`src/rtl/blue_motion_ctrl.sv`:
```
// -----------------------------------------------------------------------------
// blue_motion_ctrl
//   Position producer for the blue character. On every frame_tick it reads the
//   4-bit collision flags and the keys, then updates x_blue/y_blue. It handles
//   walking, the GROUND/RISE/FALL jump state machine, gravity and clamping to
//   the screen.
//
//   Optional feature macro: DOUBLE_JUMP_EN
//     defined   : one extra jump is allowed while airborne (RISE or FALL).
//     undefined : a jump request made in the air is discarded at that tick.
//
// Ports
//   clk           in   1   system clock
//   rst_n         in   1   synchronous, active-low reset
//   frame_tick    in   1   one-cycle pulse per frame; motion updates only here
//   key_left      in   1   level, walk left
//   key_right     in   1   level, walk right
//   key_jump      in   1   level, jump key (rising edge = request)
//   is_Collision  in   4   [0]=down [1]=up [2]=right [3]=left contact
//   x_blue        out  10  sprite left x (registered)
//   y_blue        out  9   sprite top y (registered)
//   state         out  2   0=GROUND 1=RISE 2=FALL (3 recovers to FALL)
//   on_ground     out  1   state==GROUND
// -----------------------------------------------------------------------------
module blue_motion_ctrl #(
  parameter logic [9:0] X_INIT  = 10'd40,
  parameter logic [8:0] Y_INIT  = 9'd400,
  parameter int         H_SPEED = 3,
  parameter int         JUMP_V  = 12,
  parameter int         GRAVITY = 1,
  parameter int         V_MAX   = 8,
  parameter logic [9:0] X_MAX   = 10'd593,
  parameter logic [8:0] Y_MAX   = 9'd439
) (
  input  logic       clk,
  input  logic       rst_n,
  input  logic       frame_tick,
  input  logic       key_left,
  input  logic       key_right,
  input  logic       key_jump,
  input  logic [3:0] is_Collision,
  output logic [9:0] x_blue,
  output logic [8:0] y_blue,
  output logic [1:0] state,
  output logic       on_ground
);

  localparam logic [1:0] ST_GROUND = 2'd0;
  localparam logic [1:0] ST_RISE   = 2'd1;
  localparam logic [1:0] ST_FALL   = 2'd2;

  localparam logic [10:0] H_STEP  = 11'(H_SPEED);
  localparam logic [4:0]  V_JUMP  = 5'(JUMP_V);
  localparam logic [5:0]  V_GRAV  = 6'(GRAVITY);
  localparam logic [5:0]  V_TERM  = 6'(V_MAX);
  localparam logic [10:0] X_LIMIT = {1'b0, X_MAX};
  localparam logic [9:0]  Y_LIMIT = {1'b0, Y_MAX};

  logic [1:0] state_q, state_d;
  logic [4:0] vy_q, vy_d;
  logic [9:0] x_q, x_d;
  logic [8:0] y_q, y_d;
  logic       key_jump_q;
  logic       jump_req_q;
  logic       jump_now;
  logic       air_jump_go;

  // A rising edge seen on the tick cycle itself still counts for that tick.
  assign jump_now = jump_req_q | (key_jump & ~key_jump_q);

  // ---------------------------------------------------------------------------
  // Jump request latch. Every tick clears it: either the jump was taken or
  // it was not allowed, so a request never survives into a later air phase.
  // ---------------------------------------------------------------------------
  always_ff @(posedge clk) begin
    if (!rst_n) begin
      key_jump_q <= 1'b0;
      jump_req_q <= 1'b0;
    end else begin
      key_jump_q <= key_jump;
      if (frame_tick) begin
        jump_req_q <= 1'b0;
      end else if (key_jump & ~key_jump_q) begin
        jump_req_q <= 1'b1;
      end
    end
  end

`ifdef DOUBLE_JUMP_EN
  logic air_jump_used_q, air_jump_used_d;

  assign air_jump_go = jump_now & ~air_jump_used_q;

  always_comb begin
    air_jump_used_d = air_jump_used_q;
    if (frame_tick) begin
      if (state_q == ST_GROUND || state_d == ST_GROUND) begin
        air_jump_used_d = 1'b0;
      end else if (air_jump_go && (state_q == ST_RISE || state_q == ST_FALL)) begin
        air_jump_used_d = 1'b1;
      end
    end
  end

  always_ff @(posedge clk) begin
    if (!rst_n) begin
      air_jump_used_q <= 1'b0;
    end else begin
      air_jump_used_q <= air_jump_used_d;
    end
  end
`else
  assign air_jump_go = 1'b0;
`endif

  // ---------------------------------------------------------------------------
  // Vertical arithmetic, done 10 bits wide and clamped back into 9 bits.
  // ---------------------------------------------------------------------------
  logic [9:0] y_wide, vy_wide, y_up_wide, y_dn_sum;
  logic [8:0] y_up, y_dn;
  logic [5:0] vy_inc_sum;
  logic [4:0] vy_dec, vy_inc;
  logic       rise_end;

  always_comb begin
    y_wide     = {1'b0, y_q};
    vy_wide    = {5'd0, vy_q};
    y_up_wide  = (y_wide < vy_wide) ? 10'd0 : (y_wide - vy_wide);
    y_up       = y_up_wide[8:0];
    y_dn_sum   = y_wide + vy_wide;
    y_dn       = (y_dn_sum > Y_LIMIT) ? Y_MAX : y_dn_sum[8:0];
    vy_dec     = ({1'b0, vy_q} <= V_GRAV) ? 5'd0 : (vy_q - V_GRAV[4:0]);
    vy_inc_sum = {1'b0, vy_q} + V_GRAV;
    vy_inc     = (vy_inc_sum >= V_TERM) ? V_TERM[4:0] : vy_inc_sum[4:0];
    rise_end   = (vy_dec == 5'd0) || (y_up == 9'd0);
  end

  // ---------------------------------------------------------------------------
  // Horizontal step: both or neither key holds x.
  // ---------------------------------------------------------------------------
  logic       left_only, right_only;
  logic [10:0] x_right_sum;

  always_comb begin
    left_only   = key_left & ~key_right;
    right_only  = key_right & ~key_left;
    x_right_sum = {1'b0, x_q} + H_STEP;
    x_d         = x_q;
    if (left_only && !is_Collision[3]) begin
      x_d = ({1'b0, x_q} < H_STEP) ? 10'd0 : (x_q - H_STEP[9:0]);
    end else if (right_only && !is_Collision[2]) begin
      x_d = (x_right_sum > X_LIMIT) ? X_MAX : x_right_sum[9:0];
    end
  end

  // ---------------------------------------------------------------------------
  // FSM process 1: state and motion registers, updated only on frame_tick.
  // ---------------------------------------------------------------------------
  always_ff @(posedge clk) begin
    if (!rst_n) begin
      state_q <= ST_FALL;
      vy_q    <= 5'd0;
      x_q     <= X_INIT;
      y_q     <= Y_INIT;
    end else if (frame_tick) begin
      state_q <= state_d;
      vy_q    <= vy_d;
      x_q     <= x_d;
      y_q     <= y_d;
    end
  end

  // ---------------------------------------------------------------------------
  // FSM process 2: next state with its vertical position and speed.
  // ---------------------------------------------------------------------------
  always_comb begin
    state_d = state_q;
    vy_d    = vy_q;
    y_d     = y_q;
    case (state_q)
      ST_GROUND: begin
        vy_d = 5'd0;
        if (jump_now) begin
          state_d = ST_RISE;
          vy_d    = V_JUMP;
        end else if (!is_Collision[0] && y_q < Y_MAX) begin
          state_d = ST_FALL;
        end
      end
      ST_RISE: begin
        if (air_jump_go) begin
          vy_d = V_JUMP;
        end else if (is_Collision[1]) begin
          // Head bump wins over a simultaneous floor contact.
          state_d = ST_FALL;
          vy_d    = 5'd0;
        end else begin
          y_d = y_up;
          if (rise_end) begin
            state_d = ST_FALL;
            vy_d    = 5'd0;
          end else begin
            vy_d = vy_dec;
          end
        end
      end
      ST_FALL: begin
        if (air_jump_go) begin
          state_d = ST_RISE;
          vy_d    = V_JUMP;
        end else if (is_Collision[0] || y_q == Y_MAX) begin
          state_d = ST_GROUND;
          vy_d    = 5'd0;
        end else begin
          // Reaching Y_MAX here lands on the following tick.
          y_d  = y_dn;
          vy_d = vy_inc;
        end
      end
      default: begin
        state_d = ST_FALL;
        vy_d    = 5'd0;
      end
    endcase
  end

  // ---------------------------------------------------------------------------
  // FSM process 3: outputs.
  // ---------------------------------------------------------------------------
  always_comb begin
    x_blue    = x_q;
    y_blue    = y_q;
    state     = state_q;
    on_ground = (state_q == ST_GROUND);
  end

endmodule

```
`config.mk`:
```
export PLATFORM = sky130hd
export DESIGN_NAME = blue_motion_ctrl
export DESIGN_NICKNAME = d
export VERILOG_FILES = /design/src/rtl/blue_motion_ctrl.sv
export SDC_FILE = /design/constraint.sdc
export NUM_CORES = 1
export LEC_CHECK = 0
export ABC_AREA = 0
export CELL_PAD_IN_SITES_DETAIL_PLACEMENT = 0
export CELL_PAD_IN_SITES_GLOBAL_PLACEMENT = 2
export CORE_MARGIN = 2
export CORE_UTILIZATION = 33
export CTS_CLUSTER_DIAMETER = 40
export DETAILED_ROUTE_END_ITERATION = 7
export MAX_ROUTING_LAYER = met4
export PLACE_DENSITY_LB_ADDON = 0.1
export SLEW_MARGIN = 25
export SYNTH_ARGS = -nofsm -noshare
export SYNTH_HDL_FRONTEND = slang
export SYNTH_SLANG_ARGS = --single-unit
```
`constraint.sdc`:
```
create_clock -name clk -period 3.6 [get_ports clk]
set_input_delay 0.54 -clock clk [delete_from_list [all_inputs] [get_ports clk]]
set_output_delay 0.54 -clock clk [all_outputs]
set_load 0.1 [all_outputs]
```
---- Word-level counts from Yosys, hierarchy flattened ----
Index checks and enable logic that the tools add are counted.
W data, S select, Z words.
storage, ports and cells
  bits in writable memories ............... 0
  output and inout bits ................... 22
  input port bits ......................... 10
  logic and storage cells ................. 74
  memory bits (read-only) ................. 0
  memories kept ........................... 0
  register bits ........................... 28
  latch bits .............................. 0
cells by class
  bitwise gates (word level) .............. 8
  eq/ne operators ......................... 8
  magnitude comparators ................... 7
  add/sub/neg operators ................... 6
  divide/modulo/power cells ............... 0
  muxes and demuxes ....................... 22
  $mul .................................... 0
  shift operators ......................... 0
  reductions and logical operators ........ 17
operators by type and width
  operator                 number
  $mux W10                 4
  $mux W9                  4
  $mux W5                  5
  $pmux W9 S2              1
  $pmux W5 S3              1
  $add A10 B2 Y11 const B  1
  $gt A11 B10 Y1 const B   1
  $add A9 B5 Y10           1
  $gt A10 B9 Y1 const B    1
  $lt A10 B2 Y1 const B    1
  $mux W2                  5
  $sub A10 B2 Y10 const B  1
  $eq A9 B9 Y1 const B     1
  $logic_not A9 Y1         1
  $lt A9 B5 Y1             1
  $lt A9 B9 Y1 const B     1
  $sub A9 B5 Y9            1
  $reduce_and A4 Y1        2
  $add A5 B1 Y6 const B    1
  $ge A6 B4 Y1 const B     1
  $ne A2 B2 Y1 const B     3
  $pmux W2 S3              1
  $le A5 B1 Y1 const B     1
  $logic_not A5 Y1         1
  other kinds (16)         27

---- Longest topological paths before layout ----
  depth in word-level cells ............... 7
  gate-level depth with buffers ........... 11
  gate-level depth less buffers ........... 10

---- Worst setup path before layout ----
OpenSTA, ideal clock, no wires.
  kind .................................... register to register
  start ................................... register y_q[2] (netlist: y_blue[2])
  end ..................................... register y_q[3] (netlist: y_blue[3])
  setup time .............................. 0.120 ns
  path buffers ............................ 1
  period minus slack after synthesis ...... 3.268 ns
  required time ........................... 3.480 ns
  cell stages (with the launch flop) ...... 10
  slack ................................... 0.332 ns
  data arrival time ....................... 3.148 ns
  cell sequence ........................... dfxtp_1 -> ha_1 -> buf_6 -> or3b_4 -> and3_1 -> xor2_1 -> nand4b_1 -> a211oi_4 -> nor3b_1 -> o31a_1
on the way
  cells in the longest elaborated chain, start to end .. 5
  elaborated cells on any way between the ends .. 13
  classes of those cells .................. 2 x add/sub; 2 x order compare; 2 x eq/ne; 5 x mux; 2 x reduce/logical
ends and longest elaborated chain
  element                 RTL line  source
  from (decl)             62        logic [8:0] y_q, y_d;
  from (signal assigned)  169       y_q <= y_d;
  $add A9 B5 Y10          130       y_dn_sum = y_wide + vy_wide;
  $gt A10 B9 Y1           131       y_dn = (y_dn_sum > Y_LIMIT) ? Y_MAX : y_dn_sum[8:0];
  $mux W9                 131
  $mux W9                 211       end else if (is_Collision[0] || y_q == Y_MAX) begin
  $pmux W9 S2             180       case (state_q)
Several ways; a longest one is shown, not always the timed one. The select of a mux whose other input is x is not followed.
A chain may end at the register's enable or synchronous reset.

---- Worst setup path in the final report ----
  start ................................... register vy_q[2]
  end ..................................... register y_q[3] (netlist: y_blue[3])
on the way
  cells in the longest elaborated chain, start to end .. 5
  elaborated cells on any way between the ends .. 9
  classes of those cells .................. 2 x add/sub; 2 x order compare; 5 x mux
ends and longest elaborated chain
  element                 RTL line  source
  from (decl)             60        logic [4:0] vy_q, vy_d;
  from (signal assigned)  167       vy_q <= vy_d;
  $add A9 B5 Y10          130
  $gt A10 B9 Y1           131
  $mux W9                 131
  $mux W9                 211
  $pmux W9 S2 (*)         180
Mark *: on every way between the ends. The rest lies on a longest branch, timed or not. The select of a mux whose other input is x is not followed.

==> summary.txt <==
Yosys
  – Synth cell types: 74
  – Synth Cell Area: 0.00296 mm²
  – Top cell types by occurrence after synthesis: 29 x nand2_1, 29 x nor2_1, 29 x o21ai_0, 28 x dfxtp_1, 27 x a21oi_1
  – Sequential share of the synthesized area: 18.9%
  – Synthesis-stage register bit count: 28
  – Post-Syn Nets: 424
  – Post-Synth Adder-Cell Area: 8.11%
  – Simple-gate portion of the synthesized area: 27.3%
  – Post-Syn Instances: 396
  – Post-synth EDFFs: 0
  – Post-Synth XOR/XNOR Area: 4.10%
  – Post-synth top area share: 18.9%
  – Primary FF master, synth: dfxtp_1
  – Synth area leader: dfxtp_1
  – Synth Area in Compound Gates: 32.5%
  – Post-synthesis mux area share: 2.07%
  – Synth area leaders: dfxtp_1 19%, ha_1 6.8%, o21ai_0 4.9%
  – Largest family of logic cells by synthesized area: compound AO/OA/AOI/OAI gates
  – Syn_area_per_cell: 7.48 µm²
  – YS warnings: 0
  – Asr flop ratio synth: 0%

Routing
  – First-pass detailed-route iteration total: 5
  – Antenna Nets Post-Route: 0
  – DRT Wirelength: 9110 µm
  – Drt via density: 5.93
  – Met2 WL: 3970 µm
  – WL per Instance: 17.6 µm
  – Initial DRC count: 204
  – Met1 Routed Length: 4720 µm
  – DRC viols: 0
  – Met3 WL: 387 µm
  – Max layer used: met4
  – Via count: 3,071

Die
  – Row Count: 34
  – Die height: 98.7 µm
  – Initial Utilization: 33.9%
  – Core area: 0.00872 mm²
  – Die area: 0.00974 mm²
  – Die width: 98.7 µm
  – # IOs: 32

Critical path
  – Slowest Stage Delay on Critical Path: 0.51 ns
  – Worst EP arrival: 3.20 ns
  – CP cell instances: inv_1 -> ha_1 -> or3b_4 -> and3_1 -> xor2_1 -> nand4b_1 -> a211oi_4 -> nor3b_1 -> o31a_1
  – Crit Path Class: reg -> reg
  – Reg2reg setup slack: 0.57 ns
  – Critical path peak fanout: 10
  – Critical path's slowest cell: dfxtp_1
  – CP Launch Type: flip-flop
  – Critical Path RT: 3.77 ns
  – CP Capture Type: flip-flop

Layout
  – Layout cell share with drive strength beyond 1: 7.32%
  – Fill cell count: 912
  – Area occupied by multi-input gates: 0.00220 mm²
  – Nets: 440
  – Fin cells: 518
  – Reg area: 561 µm²
  – Antenna cells: 0
  – Fin util: 38.4%
  – Final instance area: 0.00335 mm²
  – Syn-to-layout area delta: 13.1%

STA
  – Slew Viols, Final: 0
  – Slew headroom: 34.8%
  – Final Critical Period: 3.03 ns
  – Fin Setup TNS: 0 ns
  – Hold Vio Cnt, Final: 0
  – RSZ-0062 raised after global routing: false
  – Post-route setup slack: 0.569 ns
  – Worst Clk Skew: 0.00219 ns
  – Fmax: 330 MHz
  – Final setup viols: 0
  – Slew @ Worst Pin: 0.975 ns
  – Fin crit share: 84.2%

CTS
  – Clk_lat worst skew: 0.27 ns
  – Clk root buf: clkbuf_8
  – CTS clock-pin slew for the worst setup and hold paths: 0.09 ns
  – Num CTS Buffers: 3
  – CTS tree: done
  – Clock buffer depth: 2
  – Setup bufs post-CTS: 0
  – H-tree levels: 1
  – PostCTS Resize Cnt: 0
  – Clock sink count: 28
  – Hold_buf cts: 0

Job
  – Max-cap violations: 0

Placed design
  – Placed cell area: 0.00331 mm²
  – PortBufs: 31
  – RD Place Congestion: 0.837
  – Detail Placement HPWL: 6880 µm
  – Pre-CTS setup slack: 0.581 ns
  – Placed instance count: 515

Global route
  – Initial antenna violation count: 0
  – Congestion Overflow GR: 0
  – Global-route wire length before repair: 14,800 µm
  – Vias in the first global route: 2,799
  – Total track usage: 19.0%
  – Largest net degree at the start of global routing: 17

Hold path
  – Hold Crit Class: reg -> reg

Pwr
  – PwrDens: 280 mW/mm²
  – Worst IR Drop VDD: 0.000173 V
  – Leakage Power: 0.00118 µW

Status
  – Status: finished, final reports clean
layout by cell type (no fill, tap or decap), types with 4 or more instances in the layout:
master           count
a211oi_1             6
a21oi_1             27
a31oi_1              8
and2_1               4
and3_1               8
buf_4                8
clkdlybuf4s50_1     28
dfxtp_1             28
ha_1                16
inv_1               19
mux2i_1              5
nand2_1             29
nand2b_1             9
nand3_1             18
nor2_1              29
nor2b_1              5
nor3_1              14
nor3b_1              5
nor4_1               7
o211ai_1             7
o21ai_0             29
o22ai_1              4
o31ai_1              9
or2_2                4
xnor2_1              4
xor2_1               8
worst max-delay path: cells and delay by family, from the launching register on:
family | cells | cell delay (ns)
fa+ha+maj | 1 | 0.44
flops | 1 | 0.51
buf+inv | 1 | 0.15
simple gates | 4 | 0.92
compound gates | 2 | 0.72
xor+xnor | 1 | 0.18
path summary, 6_finish.rpt:
kind	start	to	depth (start not counted)
max	vy_q[2]$_SDFFE_PN0P_	y_blue[3]$_SDFFE_PN0P_	9
min	jump_req_q$_SDFFE_PP0P_	jump_req_q$_SDFFE_PP0P_	2
max reg2reg	vy_q[2]$_SDFFE_PN0P_	y_blue[3]$_SDFFE_PN0P_	9
min reg2reg	jump_req_q$_SDFFE_PP0P_	jump_req_q$_SDFFE_PP0P_	2
cells by family after synthesis:
family / after synthesis
flops: 28
xor+xnor: 13
compound gates: 135
mux: 6
fa+ha+maj: 18
buf+inv: 45
simple gates: 151
cell type report:
class	count	area share [%]
flip-flops and latches	28	16.7
clock buffers	3	1.23
repair buffers	36	10.2
inverters	20	2.24
multi-input cells	323	65.6
well taps	108	4.04
sequential cells by signal (all words and copies together) (netlist names):
signal and flops:
x_blue 10, y_blue 9, vy_q 5, state 2
jump_req_q 1, key_jump_q 1
routing by layer:
| metal | up-vias | GRT usage [%] |
|---|---|---|
| li1 | 1517 | - |
| met1 | 1479 | 29.3 |
| met2 | 73 | 27.4 |
| met3 | 2 | 2.34 |
| met4 | 0 | 2.21 |
| met5 | - | - |
through the flow:
step                power [µW]  hold WS (ns)
global placement           781         0.485
floorplan                  670         0.465
global route               997         0.573
CTS                        946         0.528
finish                     938         0.521
detailed placement         773         0.504
power by group:
group	internal [µW]	total, µW	switching (µW)
clock network	75.1	168	93.4
registers	325	361	36.3
logic	135	408	273
(Power assumes the default switching activity.)
